--- config.mk ---
export PLATFORM = sky130hd
export DESIGN_NAME = flash_burst_fetch_flat
export DESIGN_NICKNAME = d
export VERILOG_FILES = /design/src/rtl/flash_pkg.sv /design/src/rtl/flash_burst_fetch_if.sv /design/src/rtl/sync_fifo.sv /design/src/rtl/flash_burst_fetch.sv /design/src/flat_wrapper.sv
export SDC_FILE = /design/constraint.sdc
export NUM_CORES = 1
export LEC_CHECK = 0
export BUFFER_PORTS_ARGS = -buffer_cell sky130_fd_sc_hd__buf_2
export CORE_ASPECT_RATIO = 0.5
export CORE_UTILIZATION = 50
export CTS_CLUSTER_DIAMETER = 120
export DETAILED_ROUTE_END_ITERATION = 10
export GPL_ROUTABILITY_DRIVEN = 0
export GPL_TIMING_DRIVEN = 1
export HOLD_SLACK_MARGIN = 0.15
export MAX_ROUTING_LAYER = met4
export PLACE_DENSITY = 0.7
export SLEW_MARGIN = 20
export SYNTH_ARGS = -nofsm -noshare
export SYNTH_HDL_FRONTEND = slang
export SYNTH_SLANG_ARGS = --single-unit
--- constraint.sdc ---
create_clock -name clk -period 3 [get_ports clk]
set_input_delay 0.45 -clock clk [delete_from_list [all_inputs] [get_ports clk]]
set_output_delay 0.45 -clock clk [all_outputs]
set_load 0.02 [all_outputs]
--- src/rtl/flash_pkg.sv ---
// Shared definitions for the flash burst fetch path: sequencer state encoding,
// flash address geometry and the command length decoding helper.
package flash_pkg;

    localparam int          FLASH_AW   = 24;
    localparam logic [23:0] FLASH_BASE = 24'h400000;
    localparam int          LEN_MAX    = 256;

    typedef enum logic [1:0] {
        ST_IDLE,
        ST_ISSUE,
        ST_WAIT
    } state_e;

    // The 8-bit command length uses 0 to mean a full 256-byte burst.
    function automatic logic [8:0] len_to_count(input logic [7:0] len);
        return (len == 8'd0) ? 9'(LEN_MAX) : {1'b0, len};
    endfunction

endpackage

--- src/rtl/flash_burst_fetch_if.sv ---
// Byte-reader request/response bus plus the buffered output stream of the
// burst fetcher; master is the fetcher side, slave is reader + consumer.
interface flash_burst_fetch_if #(
    parameter int AW    = 24,
    parameter int DEPTH = 16
);
    localparam int LW = $clog2(DEPTH) + 1;

    logic          rd_req;
    logic [AW-1:0] rd_addr;
    logic          rd_ready;
    logic [7:0]    rd_data;

    logic          out_valid;
    logic [7:0]    out_data;
    logic          out_take;
    logic [LW-1:0] level;

    modport master (
        output rd_req, rd_addr, out_valid, out_data, level,
        input  rd_ready, rd_data, out_take
    );

    modport slave (
        input  rd_req, rd_addr, out_valid, out_data, level,
        output rd_ready, rd_data, out_take
    );

endinterface

--- src/rtl/sync_fifo.sv ---
// Single-clock first-word-fall-through FIFO with an explicit occupancy counter;
// the head is shown combinationally and reads as zero while empty.
module sync_fifo #(
    parameter  int DEPTH = 16,
    parameter  int WIDTH = 8,
    localparam int PW    = $clog2(DEPTH),
    localparam int LW    = PW + 1
) (
    input  logic             clk,
    input  logic             rst,
    input  logic             wr,
    input  logic [WIDTH-1:0] wdata,
    input  logic             rd,
    output logic [WIDTH-1:0] rdata,
    output logic             empty,
    output logic             full,
    output logic [LW-1:0]    level
);

    logic [WIDTH-1:0] mem_q [DEPTH];
    logic [PW-1:0]    wr_ptr_q, wr_ptr_d;
    logic [PW-1:0]    rd_ptr_q, rd_ptr_d;
    logic [LW-1:0]    level_q, level_d;
    logic             do_wr, do_rd;

    assign empty = (level_q == '0);
    assign full  = (level_q == LW'(DEPTH));
    assign level = level_q;
    assign rdata = empty ? '0 : mem_q[rd_ptr_q];

    assign do_wr = wr & ~full;
    assign do_rd = rd & ~empty;

    always_comb begin
        wr_ptr_d = wr_ptr_q + PW'(do_wr);
        rd_ptr_d = rd_ptr_q + PW'(do_rd);
        level_d  = level_q + LW'(do_wr) - LW'(do_rd);
    end

    always_ff @(posedge clk or posedge rst) begin
        if (rst) begin
            wr_ptr_q <= '0;
            rd_ptr_q <= '0;
            level_q  <= '0;
        end else begin
            wr_ptr_q <= wr_ptr_d;
            rd_ptr_q <= rd_ptr_d;
            level_q  <= level_d;
        end
    end

    // NOTE: storage has no reset; the pointers and level alone decide which entries are valid.
    always_ff @(posedge clk) begin
        if (do_wr) begin
            mem_q[wr_ptr_q] <= wdata;
        end
    end

endmodule

--- src/rtl/flash_burst_fetch.sv ---
// Burst-read sequencer: one outstanding byte read at a time into a FWFT FIFO.
// Define FLASH_BURST_ABORT_EN to add the abort input that cuts a burst short.
module flash_burst_fetch
    import flash_pkg::*;
#(
    parameter  int DEPTH = 16,
    parameter  int AW    = FLASH_AW,
    localparam int LW    = $clog2(DEPTH) + 1
) (
    input  logic                clk,
    input  logic                rst,
    input  logic                start,
    input  logic [AW-1:0]       start_addr,
    input  logic [7:0]          len,
`ifdef FLASH_BURST_ABORT_EN
    input  logic                abort,
`endif
    output logic                busy,
    output logic                done,
    flash_burst_fetch_if.master bus
);

    state_e        state_q, state_d;
    logic [AW-1:0] rd_addr_q, rd_addr_d;
    logic [8:0]    rem_q, rem_d;
    logic          busy_q, busy_d;
    logic          done_q, done_d;
    logic          rd_req_q, rd_req_d;
    logic          stop_early;

    logic          fifo_wr;
    logic          fifo_empty;
    logic          fifo_full;
    logic [7:0]    fifo_rdata;
    logic [LW-1:0] fifo_level;

`ifdef FLASH_BURST_ABORT_EN
    logic abort_pend_q, abort_pend_d;
    assign stop_early = abort_pend_q | abort;
`else
    assign stop_early = 1'b0;
`endif

    always_comb begin
        // NOTE: every _d takes its hold value first, so no path through the case can infer a latch.
        state_d   = state_q;
        rd_addr_d = rd_addr_q;
        rem_d     = rem_q;
        busy_d    = busy_q;
        done_d    = 1'b0;
        rd_req_d  = 1'b0;
        fifo_wr   = 1'b0;
`ifdef FLASH_BURST_ABORT_EN
        abort_pend_d = abort_pend_q;
`endif

        unique case (state_q)
            ST_IDLE: begin
                if (start) begin
                    rd_addr_d = start_addr;
                    rem_d     = len_to_count(len);
                    busy_d    = 1'b1;
                    state_d   = ST_ISSUE;
                end
            end

            ST_ISSUE: begin
`ifdef FLASH_BURST_ABORT_EN
                if (abort) begin
                    busy_d  = 1'b0;
                    state_d = ST_IDLE;
                end else
`endif
                // A free slot now stays free until the byte lands: only pops happen meanwhile.
                if (!fifo_full) begin
                    rd_req_d = 1'b1;
                    state_d  = ST_WAIT;
                end
            end

            ST_WAIT: begin
`ifdef FLASH_BURST_ABORT_EN
                if (abort) begin
                    abort_pend_d = 1'b1;
                end
`endif
                if (bus.rd_ready) begin
                    fifo_wr   = 1'b1;
                    rd_addr_d = rd_addr_q + AW'(1);
                    rem_d     = rem_q - 9'd1;
                    if (stop_early || rem_q == 9'd1) begin
                        busy_d  = 1'b0;
                        done_d  = ~stop_early;
                        state_d = ST_IDLE;
`ifdef FLASH_BURST_ABORT_EN
                        abort_pend_d = 1'b0;
`endif
                    end else begin
                        state_d = ST_ISSUE;
                    end
                end
            end

            default: state_d = ST_IDLE;
        endcase
    end

    // NOTE: non-blocking assignments so every flop samples the pre-edge _d values together.
    always_ff @(posedge clk or posedge rst) begin
        if (rst) begin
            state_q   <= ST_IDLE;
            rd_addr_q <= '0;
            rem_q     <= '0;
            busy_q    <= 1'b0;
            done_q    <= 1'b0;
            rd_req_q  <= 1'b0;
`ifdef FLASH_BURST_ABORT_EN
            abort_pend_q <= 1'b0;
`endif
        end else begin
            state_q   <= state_d;
            rd_addr_q <= rd_addr_d;
            rem_q     <= rem_d;
            busy_q    <= busy_d;
            done_q    <= done_d;
            rd_req_q  <= rd_req_d;
`ifdef FLASH_BURST_ABORT_EN
            abort_pend_q <= abort_pend_d;
`endif
        end
    end

    sync_fifo #(
        .DEPTH (DEPTH),
        .WIDTH (8)
    ) u_fifo (
        .clk   (clk),
        .rst   (rst),
        .wr    (fifo_wr),
        .wdata (bus.rd_data),
        .rd    (bus.out_take),
        .rdata (fifo_rdata),
        .empty (fifo_empty),
        .full  (fifo_full),
        .level (fifo_level)
    );

    assign busy          = busy_q;
    assign done          = done_q;
    assign bus.rd_req    = rd_req_q;
    assign bus.rd_addr   = rd_addr_q;
    assign bus.out_valid = ~fifo_empty;
    assign bus.out_data  = fifo_rdata;
    assign bus.level     = fifo_level;

endmodule

--- src/flat_wrapper.sv ---
// flat-port wrapper written by rule: the top's interface ports become plain ports
module flash_burst_fetch_flat import flash_pkg::*;
#(
    parameter  int DEPTH = 16,
    parameter  int AW    = FLASH_AW,
    localparam int LW    = $clog2(DEPTH) + 1
)
  (clk, rst, start, start_addr, len, busy, done, bus_rd_req, bus_rd_addr, bus_out_valid, bus_out_data, bus_level, bus_rd_ready, bus_rd_data, bus_out_take);
  flash_burst_fetch_if #(.AW(AW), .DEPTH(DEPTH)) bus_i ();
  input  logic clk;
  input  logic rst;
  input  logic start;
  input  logic [AW-1:0] start_addr;
  input  logic [7:0] len;
  output logic busy;
  output logic done;
  output wire logic [$bits(bus_i.rd_req)-1:0] bus_rd_req;
  output wire logic [$bits(bus_i.rd_addr)-1:0] bus_rd_addr;
  output wire logic [$bits(bus_i.out_valid)-1:0] bus_out_valid;
  output wire logic [$bits(bus_i.out_data)-1:0] bus_out_data;
  output wire logic [$bits(bus_i.level)-1:0] bus_level;
  input wire logic [$bits(bus_i.rd_ready)-1:0] bus_rd_ready;
  input wire logic [$bits(bus_i.rd_data)-1:0] bus_rd_data;
  input wire logic [$bits(bus_i.out_take)-1:0] bus_out_take;
  assign bus_rd_req = bus_i.rd_req;
  assign bus_rd_addr = bus_i.rd_addr;
  assign bus_out_valid = bus_i.out_valid;
  assign bus_out_data = bus_i.out_data;
  assign bus_level = bus_i.level;
  assign bus_i.rd_ready = bus_rd_ready;
  assign bus_i.rd_data = bus_rd_data;
  assign bus_i.out_take = bus_out_take;
  flash_burst_fetch #(.DEPTH(DEPTH), .AW(AW)) u_core (.clk(clk), .rst(rst), .start(start), .start_addr(start_addr), .len(len), .busy(busy), .done(done), .bus(bus_i));
endmodule
==> results of run 1 <==
[registers in the layout (all words and copies together), names as in the netlist]
signal / cells
u_core.u_fifo.wr_ptr_q: 4
u_core.bus.rd_addr: 24
u_core.u_fifo.rd_ptr_q: 4
u_core.bus.rd_req: 1
u_core.state_q: 2
u_core.u_fifo.level: 5
u_core.done: 1
u_core.busy: 1
u_core.rem_q: 9
u_core.u_fifo.mem_q: 128
[stage by stage]
stage,util [%],area (um^2),power (uW)
3_3_place_gp,56.4,8780,6940
5_1_grt,60.8,9470,9830
6_report,60.8,9480,9270
4_1_cts,60.4,9400,9250
3_5_place_dp,56.4,8780,7020
2_1_floorplan,-,8060,6070
[synthesized netlist by cell type, drive strengths merged, types with 5 or more instances]
library cell / n
a211oi: 20
a21oi: 29
a22oi: 5
a31oi: 6
and2: 5
and4: 6
buf: 23
clkbuf: 12
dfrtp: 51
edfxtp: 128
ha: 13
inv: 17
mux2i: 9
mux4: 32
nand2: 16
nand2b: 5
nand3: 13
nand4: 12
nor2: 42
nor2b: 10
nor3: 11
nor4: 7
o21ai: 26
or3: 5
or4: 5
[kinds of logic after synthesis]
logic type	count (synthesis)	synth area share [%]
compound gates	118	9.51
xor+xnor	8	0.870
fa+ha+maj	14	2.27
buf+inv	52	3.12
flops	179	63.6
mux	41	10.1
simple gates	152	10.6
[metal layers]
| metal | global-route usage (%) | vias to the layer above | share of wire, % |
|---|---|---|---|
| met5 | - | - | 0 |
| met4 | 4.17 | 0 | 0.45 |
| met3 | 6.04 | 6 | 6.6 |
| met2 | 34.4 | 190 | 47 |
| met1 | 31.0 | 2661 | 46 |
| li1 | - | 2444 | - |
[final timing paths]
check	startpoint	to	slack, ns	cells after the start
setup reg to reg	u_core.u_fifo.level[2]	u_core.u_fifo.level[4]	0.34	12
min in group asynchronous	rst	u_core.rem_q[4]	0.64	3
hold reg to reg	u_core.busy	u_core.busy	0.50	2
setup / recovery	u_core.u_fifo.rd_ptr_q[0]	bus_out_data[1]	0.10	6
hold / removal	start_addr[15]	u_core.bus.rd_addr[15]	0.27	3
max in group asynchronous	rst	u_core.bus.rd_addr[9]	1.69	4
[layout make-up]
class	count	area share (%)
clock inverter	15	1.87
clock buffer	17	4.49
inverter	17	0.673
timing repair buffer	125	7.68
tap	204	2.69
antenna	3	0.0792
multi-input combinational	333	28.4
sequential	179	54.1
[critical path, stage by stage, from the launching register on]
cell and delay (ns):
sky130_fd_sc_hd__dfrtp_4 0.58, sky130_fd_sc_hd__buf_4 0.17, sky130_fd_sc_hd__mux4_2 0.31, sky130_fd_sc_hd__nor2b_1 0.14, sky130_fd_sc_hd__a211oi_1 0.07, sky130_fd_sc_hd__a211oi_1 0.49
sky130_fd_sc_hd__buf_2 0.26
[repair_timing]
action | CTS | global route
gates resized for setup | 2 | 0
hold buffers | 1 | 0
hold endpoints to repair | 25 | 0
endpoints found under the setup margin | 7 | 5
buffers inserted | 0 | 9
[power groups by stage]
stage | sequential (uW) | clock [uW] | combinational [uW]
floorplan | 3630 | 0 | 2440
global placement | 3650 | 0 | 3290
detailed placement | 3660 | 0 | 3360
CTS | 3620 | 2250 | 3380
global route | 3680 | 2360 | 3790
finish | 3610 | 2200 | 3460
==> run summary, run 1 <==
In this run the worst path has a maximum fanout of 16. The number of antenna violations at the first check in global routing is 2. The filler-free cell count of the finished design is 893. At the worst endpoint, the arrival time is 2.45 ns. The relative slew slack came out at 44.6%. The cell leakage power is 0.00350 uW. The number of setup violations in the final report came out at 0. The net load switching power is 3600 uW. The clock-pin slew of the registers on the worst-case setup and hold paths came out at 0.07 ns. The most instantiated flip-flop cell in the synthesis netlist is sky130_fd_sc_hd__edfxtp_1. For this block, the initial DRC count from the detailed router was 397. The average cell area after synthesis came out at 14.3 um^2. The worst hold margin is 0.271 ns. The maximum clock skew at final layout came out at 0.0131 ns.

The storage element area came out at 5120 um^2. Summed over all instances, the cell type with the most area after synthesis is sky130_fd_sc_hd__edfxtp_1. The fraction of power consumed by sequential logic came out at 38.9%. The layout net count is 732. The ratio of routed vias to standard cells came out at 5.94. In this run the biggest area consumer among cell types represents 47.7% of the synthesized area. The height of the die came out at 91.8 um. The share of synthesized registers carrying an async set or reset came out at 28.5%. No sink is reached through more buffers than the 2 on the longest clock path. The remaining antenna violation count after routing came out at 0.

Per report_power, the combinational group accounts for 37.3% of the total. In this run the horizontal extent of the chip is 182 um. CTS placed an instance of sky130_fd_sc_hd__clkbuf_16 at the clock tree root.

The number of global-route vias before repair came out at 5125. The number of H-tree branching levels came out at 4. The fill cell instance count of the final layout is 1203. STA classifies the critical path endpoint as an output port.

The final wirelength came out at 17.3 mm. The routed design could run at a clock period as short as 2.90 ns. The sequential fraction of the synthesis area is 63.6%.

The total negative setup slack is 0 ns. Of the total power, the share spent switching nets is 38.8%. The number of max-cap violations is 0. For this design the top-level I/O count stands at 86. The wire length of the first global-routing pass is 27.6 mm.

The first-pass iteration count of the detailed router is 5. Setup repair after global routing left no endpoint under its margin. The relative contribution of the clock network to total power came out at 23.7%. Port buffering added 85 buffers. The number of placed cells counting well taps is 848. The unique cell type count in the Yosys netlist came out at 63. Counting every net in the synthesized netlist gives 623. Across the VDD grid, the largest voltage drop is 0.531 mV. The clock latency on the worst-skew pair is 0.43 ns.

After detailed routing, the number of remaining DRC violations is 0. Leaving out fill and tap cells, the most frequent cell in the layout is sky130_fd_sc_hd__edfxtp_1. The final hold violation count came out at 0.

The count of yosys warnings during synthesis came out at 0. The cell-internal power is 5680 uW. The library cells used most frequently in the layout, excluding fill and tap cells, are 128 x sky130_fd_sc_hd__edfxtp_1, 85 x sky130_fd_sc_hd__buf_2, 49 x sky130_fd_sc_hd__dfrtp_1. The number of pins exceeding their max-slew limit in the final report came out at 0. The area of combinational cells with multiple inputs came out at 2690 um^2. STA puts the critical path data required time at 2.55 ns.

The die covers 16700 um^2. The worst setup slack after placement came out at 0.350 ns. The share of final-layout standard cells stronger than drive strength 1 is 29.3%.

The portion of the clock cycle consumed by the worst path in the final layout came out at 96.6%. The total routing usage reported by global routing came out at 22.6%. The number of placement rows is 32. Yosys attributes the largest share of cell area to sky130_fd_sc_hd__edfxtp_1 48%, sky130_fd_sc_hd__dfrtp_1 16%, sky130_fd_sc_hd__mux4_2 8.9%, sky130_fd_sc_hd__ha_1 2.0%, sky130_fd_sc_hd__nor2_1 2.0%. The core region is 15600 um^2. The final worst slack came out at 0.102 ns. The flow ran to the end, and the final reports show no timing, DRC or antenna violations. The power per standard cell area came out at 978 nW/um^2.

The highest attainable clock frequency is 345 MHz. Synthesis inferred 179 register bits. For the pin with the worst max-slew slack, the measured transition is 0.825 ns. The critical path is of the reg -> out type. Entering global routing, the biggest net connects 52 pins. Compared with the post-synthesis result, the final layout area differs by 17.6%.

Counting every sink on the clock net gives 179. The total global routing overflow is 0. The path category of the worst min-delay check is in -> reg.

Dividing the detail-routed wire length by the instance count gives 19.4 um. Counting flops with a built-in enable in the synthesized netlist gives 128. The synthesized netlist occupies a cell area of 8060 um^2. TritonCTS created 17 clock buffers. The initial utilization of the core area, before any placement, comes to 51.7%. The total via count after detailed routing is 5301. TritonCTS built the clock tree. The wire-length estimate of the detail-placed layout is 11.5 mm. In the synthesized netlist, the number of instances is 564. The startpoint class of the critical path is a flop.
(Power assumes the default switching activity.)
==> inputs of run 2 (changes only) <==
- CORE_UTILIZATION: 50 -> 55
- PLACE_DENSITY: 0.7 -> 0.75
- RECOVER_POWER: default -> 100
==> run summary, run 2 (same netlist as run 1, synthesis figures left out) <==
The run finished with clean final reports. The core box area is 13900 um^2 (-11%). The wire length of the first global-routing pass came out at 28.1 mm (+2.0%).

The instance count along the most critical hold path is 3 (unchanged). The post-route standard cell area excluding fillers came out at 9280 um^2 (-2.0%). The number of max-cap violations is 0 (unchanged). The overall die width came out at 173 um (-4.6%).

The maximum vdd drop came out at 0.538 mV (+1.2%). The worst-path maximum fanout came out at 4 (-12). The relative slew slack came out at 17.1% (-27 points). The portion of the clock cycle consumed by the worst path in the final layout is 92.3% (-4.3 points).

The endpoint identified for the worst register-to-register timing path is u_core.u_fifo.level[4]. The effective utilization at floorplan is 57.8% (+6.1 points). The remaining antenna violation count after routing came out at 0 (unchanged).

The largest net degree at the start of global routing is 42 (-19%). The final wirelength is 17.5 mm (+1.1%). The register with the most flip-flops in the final layout is u_core.u_fifo.mem_q. The kind of end point of the critical path is an output port. The maximum clock skew at final layout is 0.0110 ns (-0.00213 ns).

The register-to-register setup slack is 0.27 ns (-0.07 ns). The root buffer cell chosen for the clock tree is sky130_fd_sc_hd__clkbuf_16. The worst path required time is 2.55 ns (about the same).

Setup repair after global routing left no endpoint under its margin. The final hold violation count is 0 (unchanged). The clock-pin slew of the registers on the worst-case setup and hold paths is 0.07 ns (about the same). The number of pins exceeding their max-slew limit in the final report came to 0 (unchanged). The layout net count came to 725 (-0.96%). The area after detailed placement came out at 8770 um^2 (-0.11%). STA classifies the critical path startpoint as a flop. The share of final-layout standard cells stronger than drive strength 1 is 18.6% (-11 points).

Leaving out fill and tap cells, the most frequent cell in the layout is sky130_fd_sc_hd__edfxtp_1. The min-delay analysis places its worst path in the category in -> reg. The number of antenna violations at the first check in global routing came to 0 (-2). The signal arrival time at the worst endpoint came to 2.32 ns (-0.13 ns). The number of global-route vias before repair is 5219 (+1.8%). The total negative setup slack is 0 ns (unchanged). The clock latency on the worst-skew pair is 0.43 ns (about the same). The measured slew at the worst slew-check pin is 1.24 ns (+0.418 ns). The final worst slack came out at 0.231 ns (+0.129 ns). The first-pass iteration count of the detailed router came out at 5 (unchanged). The total via count after detailed routing is 5318 (+0.32%). The ratio of routed vias to standard cells is 6.10 (+2.7%). The number of flip-flops under the largest register name came out at 128 (unchanged). The area of the die came out at 15200 um^2 (-8.9%). The maximum count of clock buffers along a single path came out at 2 (unchanged). The worst setup slack after placement is 0.394 ns (+0.0435 ns).

The height of the die came out at 87.6 um (-4.6%). The worst hold path begins at start_addr[1]. The total routing usage reported by global routing came out at 25.7% (+3.1 points). The detailed-placement wirelength estimate is 11.6 mm (+0.95%).

The worst hold margin is 0.270 ns (-0.00146 ns). The post-detailed-route DRC marker count was 0 (unchanged). TritonCTS built the clock tree. The I/O pin total was 86 (unchanged). The routed wire length per instance came out at 20.1 um (+3.6%). The post-layout minimum cycle time came out at 2.77 ns (-0.129 ns). The number of setup violations in the final report is 0 (unchanged). The number of H-tree branching levels came out at 4 (unchanged). The number of placed cells counting well taps came to 835 (-1.5%). The number of placement rows came out at 30 (-6.3%). The total global routing overflow is 0 (unchanged). The initial DRC count is 496 (+25%). The filler-free cell count of the finished design came to 872 (-2.4%).

The cell leakage power came to 0.00328 uW (-6.4%). The count of cells along the worst register-to-register path is 12 (unchanged). The critical path is of the reg -> out type. The total clock sinks is 179 (unchanged).

The power per standard cell area came out at 990 nW/um^2 (+1.2%). The post-synthesis to final-layout area growth came out at 15.3%. The number of buffers inserted during clock tree synthesis came out at 17 (unchanged). In the layout the commonest cells are 128 x sky130_fd_sc_hd__edfxtp_1, 62 x sky130_fd_sc_hd__clkbuf_1, 49 x sky130_fd_sc_hd__dfrtp_1. The highest attainable clock frequency came out at 361 MHz (+4.6%). The count of input and output buffers came to 85 (unchanged).

The sink of the worst hold path is u_core.bus.rd_addr[1]. The worst flop-to-flop path startpoint is u_core.u_fifo.level[3].
[run 2: cell count changes in the layout (fill, tap and decap cells not counted), moves of 2 or more]
cell / delta
sky130_fd_sc_hd__clkbuf_1: +62
sky130_fd_sc_hd__o21ai_1: -2
sky130_fd_sc_hd__diode_2: -2
sky130_fd_sc_hd__inv_2: -2
sky130_fd_sc_hd__o21ai_0: +2
sky130_fd_sc_hd__buf_12: +2
sky130_fd_sc_hd__clkbuf_2: +7
sky130_fd_sc_hd__buf_4: -30
sky130_fd_sc_hd__inv_1: +2
sky130_fd_sc_hd__inv_8: +2
sky130_fd_sc_hd__buf_2: -48
[run 2: routing by layer]
layer	vias up	share of wire, %	routed length [um]	track usage, %
met1	2651	43	7590	33.7
met5	-	0	0	-
met4	0	0.78	137	7.72
li1	2429	-	-	-
met3	16	6.8	1200	4.99
met2	222	49	8580	41.6
[run 2: how the worst max path moves through the flow]
stage,slack (ns),depth (start not counted),startpoint,endpoint
3_5_place_dp,0.39,12,u_core.u_fifo.level[3],u_core.u_fifo.level[4]
4_1_cts,0.001,5,u_core.u_fifo.rd_ptr_q[0],bus_out_data[2]
2_1_floorplan,0.25,12,u_core.u_fifo.level[3],u_core.u_fifo.level[4]
6_report,0.23,6,u_core.u_fifo.rd_ptr_q[0],bus_out_data[7]
5_1_grt,0.06,6,u_core.state_q[0],u_core.bus.rd_addr[9]
3_3_place_gp,0.49,12,u_core.u_fifo.level[3],u_core.u_fifo.level[4]
[run 2: cell type report]
cell class / count / area, um^2
inverters: 17 / 63.8
well taps: 192 / 240
clock buffers: 17 / 425
fillers: 1013 / 4640
multi-input cells: 333 / 2680
clock inverters: 15 / 181
diodes: 1 / 2.50
flip-flops and latches: 179 / 5120
repair buffers: 118 / 571
[run 2: power breakdown]
group / total (uW) / internal (uW) / leakage [uW] / switching (uW)
Sequential: 3630 / 3040 / 0.00174 / 588
Combinational: 3350 / 1400 / 0.00124 / 1950
Clock: 2220 / 1130 / 0.000295 / 1090
[run 2: worst max-delay path, stage by stage (launching register included)]
cell and delay, ns:
sky130_fd_sc_hd__dfrtp_4 0.46, sky130_fd_sc_hd__buf_4 0.15, sky130_fd_sc_hd__mux4_2 0.49, sky130_fd_sc_hd__nor2b_1 0.15, sky130_fd_sc_hd__a211oi_1 0.31, sky130_fd_sc_hd__a211oi_1 0.13
sky130_fd_sc_hd__clkbuf_2 0.21
[run 2: stage by stage]
step / util, % / total power [uW]
after floorplan: - / 6070
after detailed placement: 63.0 / 7040
after CTS: 67.4 / 9280
after global placement: 63.0 / 6930
final: 66.7 / 9200
after global routing: 66.6 / 9720
[run 2: what timing repair did]
action | CTS | global route
setup buffers | 0 | 3
hold endpoints to repair | 21 | 0
gates resized for setup | 0 | 2
endpoints found under the setup margin | 0 | 7
hold buffers | 1 | 0
==> inputs of run 3 (changes only) <==
- SYNTH_HIERARCHICAL: default -> 1
==> run summary, run 3 <==
The maximum clock skew at final layout is 0.0119 ns (+0.000923 ns). The top cell type by total area after synthesis is sky130_fd_sc_hd__edfxtp_1. The worst setup slack after placement came out at 0.439 ns (+0.0458 ns). The portion of the clock cycle consumed by the worst path in the final layout is 93.5% (+1.2 points). The post-detailed-route DRC marker count is 0 (unchanged). The remaining antenna violation count after routing is 0 (unchanged). The total via count after detailed routing is 5209 (-2.0%). The number of flip-flops under the largest register name came to 128 (unchanged). The overall die width is 173 um (-0.30%). The number of antenna violations at the first check in global routing came out at 0 (unchanged). The area of the die came out at 15100 um^2 (-0.60%). STA classifies the critical path startpoint as a flop. The count of cells along the worst register-to-register path came to 7 (-5). The first-pass iteration count of the detailed router is 4 (-1). The flow ran to the end, and the final reports show no timing, DRC or antenna violations. The number of buffers inserted during clock tree synthesis came out at 17 (unchanged). The number of setup violations in the final report came out at 0 (unchanged). The clock latency on the worst-skew pair is 0.43 ns (about the same). The detailed-placement wirelength estimate came out at 11.3 mm (-2.8%). The I/O pin total is 86 (unchanged). The number of H-tree branching levels came out at 4 (unchanged). The height of the die came out at 87.3 um (-0.30%). By area the synthesized netlist is led by sky130_fd_sc_hd__edfxtp_1 48%, sky130_fd_sc_hd__dfrtp_1 16%, sky130_fd_sc_hd__mux4_2 9.0%, sky130_fd_sc_hd__ha_1 2.0%, sky130_fd_sc_hd__a21oi_1 1.9%. The routed wire length per instance is 19.7 um (-1.8%). The initial DRC count came out at 459 (-7.5%). The number of pins exceeding their max-slew limit in the final report is 0 (unchanged).

The most used standard cell by instance count after synthesis is sky130_fd_sc_hd__edfxtp_1. The worst path required time was 2.55 ns (about the same). The total negative setup slack came to 0 ns (unchanged). In this run the worst setup path begins at u_core/u_fifo/rd_ptr_q[0].

The count of input and output buffers is 85 (unchanged). The share of final-layout standard cells stronger than drive strength 1 is 19.3% (+0.70 points). The number of global-route vias before repair came out at 5178 (-0.79%). The worst hold margin is 0.270 ns (+0.000304 ns). Among all flip-flop cells after synthesis, the most frequent one is sky130_fd_sc_hd__edfxtp_1. The tightest min-delay check is of the in -> reg type. The measured slew at the worst slew-check pin is 1.21 ns (-0.0295 ns). In the layout the commonest cells are 128 x sky130_fd_sc_hd__edfxtp_1, 64 x sky130_fd_sc_hd__clkbuf_1, 50 x sky130_fd_sc_hd__dfrtp_1.

The core box area is 13900 um^2 (-0.27%). The kind of critical path is reg -> out. The register bit total from synthesis is 179 (unchanged). The maximum count of clock buffers along a single path is 2 (unchanged). The layout net count came out at 721 (-0.55%). The ratio of routed vias to standard cells is 6.01 (-1.5%). The average cell area after synthesis came out at 14.3 um^2 (+0.46%). The final core utilization is 66.3% (-0.39 points). The area of the mapped netlist is 8010 um^2 (-0.61%).

The highest attainable clock frequency is 356 MHz (-1.3%). The worst-path maximum fanout came to 17 (+13). The number of setup buffers added after CTS came out at 0 (unchanged). The clock-pin slew of the registers on the worst-case setup and hold paths came out at 0.07 ns (about the same). The unique cell type count in the Yosys netlist is 66 (+4.8%).

The post-synthesis net count is 617 (-0.96%). The largest net degree at the start of global routing came out at 51 (+21%). The power per standard cell area came to 985 nW/um^2 (-0.56%). The number of placed cells counting well taps came to 834 (-0.12%). The fill cell instance count of the final layout was 1026 (+1.3%). The top-area cell type share of the netlist area came out at 48.0% (+0.29 points).

The post-synthesis to final-layout area growth came out at 15.0%. u_core/u_fifo/mem_q holds more flip-flops than any other register. The share of synthesized registers carrying an async set or reset is 28.5% (unchanged).

The delay contributed by the slowest stage of the critical path came out at 0.65 ns (+0.16 ns). The number of max-cap violations came out at 0 (unchanged). The wire length of the first global-routing pass came out at 27.6 mm (-1.9%). The total routing usage reported by global routing came to 25.0% (-0.71 points).

The sequential fraction of the synthesis area came out at 63.9% (+0.39 points). The number of antenna cells inserted came out at 0 (-1). The instance count along the most critical hold path came out at 3 (unchanged). The filler-free cell count of the finished design is 867 (-0.57%).

The effective utilization at floorplan is 57.6% (-0.20 points). STA classifies the critical path endpoint as an output port. The cell leakage power is 0.00328 uW (+0.19%). The library cell used most frequently in the layout, excluding fill and tap cells, is sky130_fd_sc_hd__edfxtp_1. The final worst slack is 0.195 ns (-0.0358 ns). The number of placement rows came out at 30 (unchanged). The final hold violation count came to 0 (unchanged).

The signal arrival time at the worst endpoint came out at 2.36 ns (+0.04 ns). The total global routing overflow is 0 (unchanged). The final wirelength is 17.1 mm (-2.4%).

The relative slew slack was 19.1% (+2.0 points). Sorting the synthesized cells by how often they occur yields 128 x sky130_fd_sc_hd__edfxtp_1, 51 x sky130_fd_sc_hd__dfrtp_1, 34 x sky130_fd_sc_hd__nor2_1, 32 x sky130_fd_sc_hd__mux4_2, 31 x sky130_fd_sc_hd__a21oi_1. Setup repair after global routing left no endpoint under its margin.

The gate count after technology mapping is 558 (-1.1%). Walking the worst path, the cells encountered are buf_12 > mux4_2 > a22oi_1 > o21ai_1 > clkbuf_2. The post-layout minimum cycle time is 2.81 ns (+0.0358 ns). The number of enable flip-flop cells after synthesis was 128 (unchanged). The worst hold path begins at start_addr[18]. The startpoint identified for the worst register-to-register timing path is u_core/state_q[1]. The library cell used as clock root buffer is sky130_fd_sc_hd__clkbuf_16. The count of yosys warnings during synthesis was 6 (+6).

The total clock sinks came out at 179 (unchanged). TritonCTS built the clock tree. The maximum vdd drop is 0.514 mV (-4.4%).

The slowest stage of the critical path is the sky130_fd_sc_hd__dfrtp_2 cell.
run 3: changes by cell type after synthesis, sizes merged, moves of 4 or more:
cell	previous run	this run
nor3	11	16
nand2	16	24
nor2b	10	2
nand3	13	17
buf	23	12
o22ai	4	10
a211oi	20	5
nor2	42	34
clkbuf	12	20
a31oi	6	2
nand4	12	8
run 3: per-stage QoR:
stage | cell area (um^2) | power, uW
floorplan | 8010 | 6040
global placement | 8750 | 6930
detailed placement | 8750 | 7010
CTS | 9340 | 9180
global route | 9210 | 9570
finish | 9210 | 9070
run 3: final timing paths:
kind / end / slack [ns]
min reg2reg: u_core/rem_q[8] / 0.51
max: bus_out_data[1] / 0.19
max in group asynchronous: u_core/bus.rd_addr[22] / 1.28
max reg2reg: u_core/bus.rd_addr[15] / 0.31
min in group asynchronous: u_core/u_fifo/rd_ptr_q[3] / 0.61
min: u_core/bus.rd_addr[18] / 0.27
run 3: logic make-up (layout without fill, tap and decap cells):
group | after synthesis | after routing | synth area share (%)
AOI/OAI and AO/OA | 116 | 116 | 9.22
muxes | 41 | 41 | 10.1
DFF | 179 | 179 | 63.9
buffers and inverters | 51 | 168 | 3.06
adders and majority gates | 14 | 14 | 2.28
xor gates and xnor gates | 8 | 8 | 0.875
and+or+nand+nor | 149 | 149 | 10.5
run 3: layer usage:
| metal | track usage, % | vias to the layer above | wire, um |
|---|---|---|---|
| li1 | - | 2395 | - |
| met1 | 33.1 | 2594 | 7570 |
| met2 | 40.2 | 200 | 8130 |
| met3 | 4.76 | 20 | 1170 |
| met4 | 7.14 | 0 | 214 |
| met5 | - | - | 0 |
run 3: area by class of cell:
type                    count  area, um^2  area share, %
multi-input cells         328        2650           28.7
flip-flops and latches    179        5120           55.6
clock inverters            15         154           1.67
well taps                 192         240           2.61
inverters                  19        71.3          0.775
clock buffers              17         425           4.62
repair buffers            117         548           5.95
run 3: what timing repair did:
item,in CTS,in global routing
resized for setup,0,1
endpoints found under the setup margin,0,2
hold buffers,1,0
hold endpoints to repair,13,0
run 3: worst max-delay path, delay by kind of cell (launching register included):
family,cells,cell delay [ns]
buf+inv,2,0.43
mux,1,0.54
compound gates,2,0.31
flops,1,0.65
run 3: where the power goes:
part | internal [uW] | switching [uW] | total [uW]
clock | 1110 | 1040 | 2160
combinational | 1370 | 2000 | 3360
sequential | 3040 | 502 | 3540
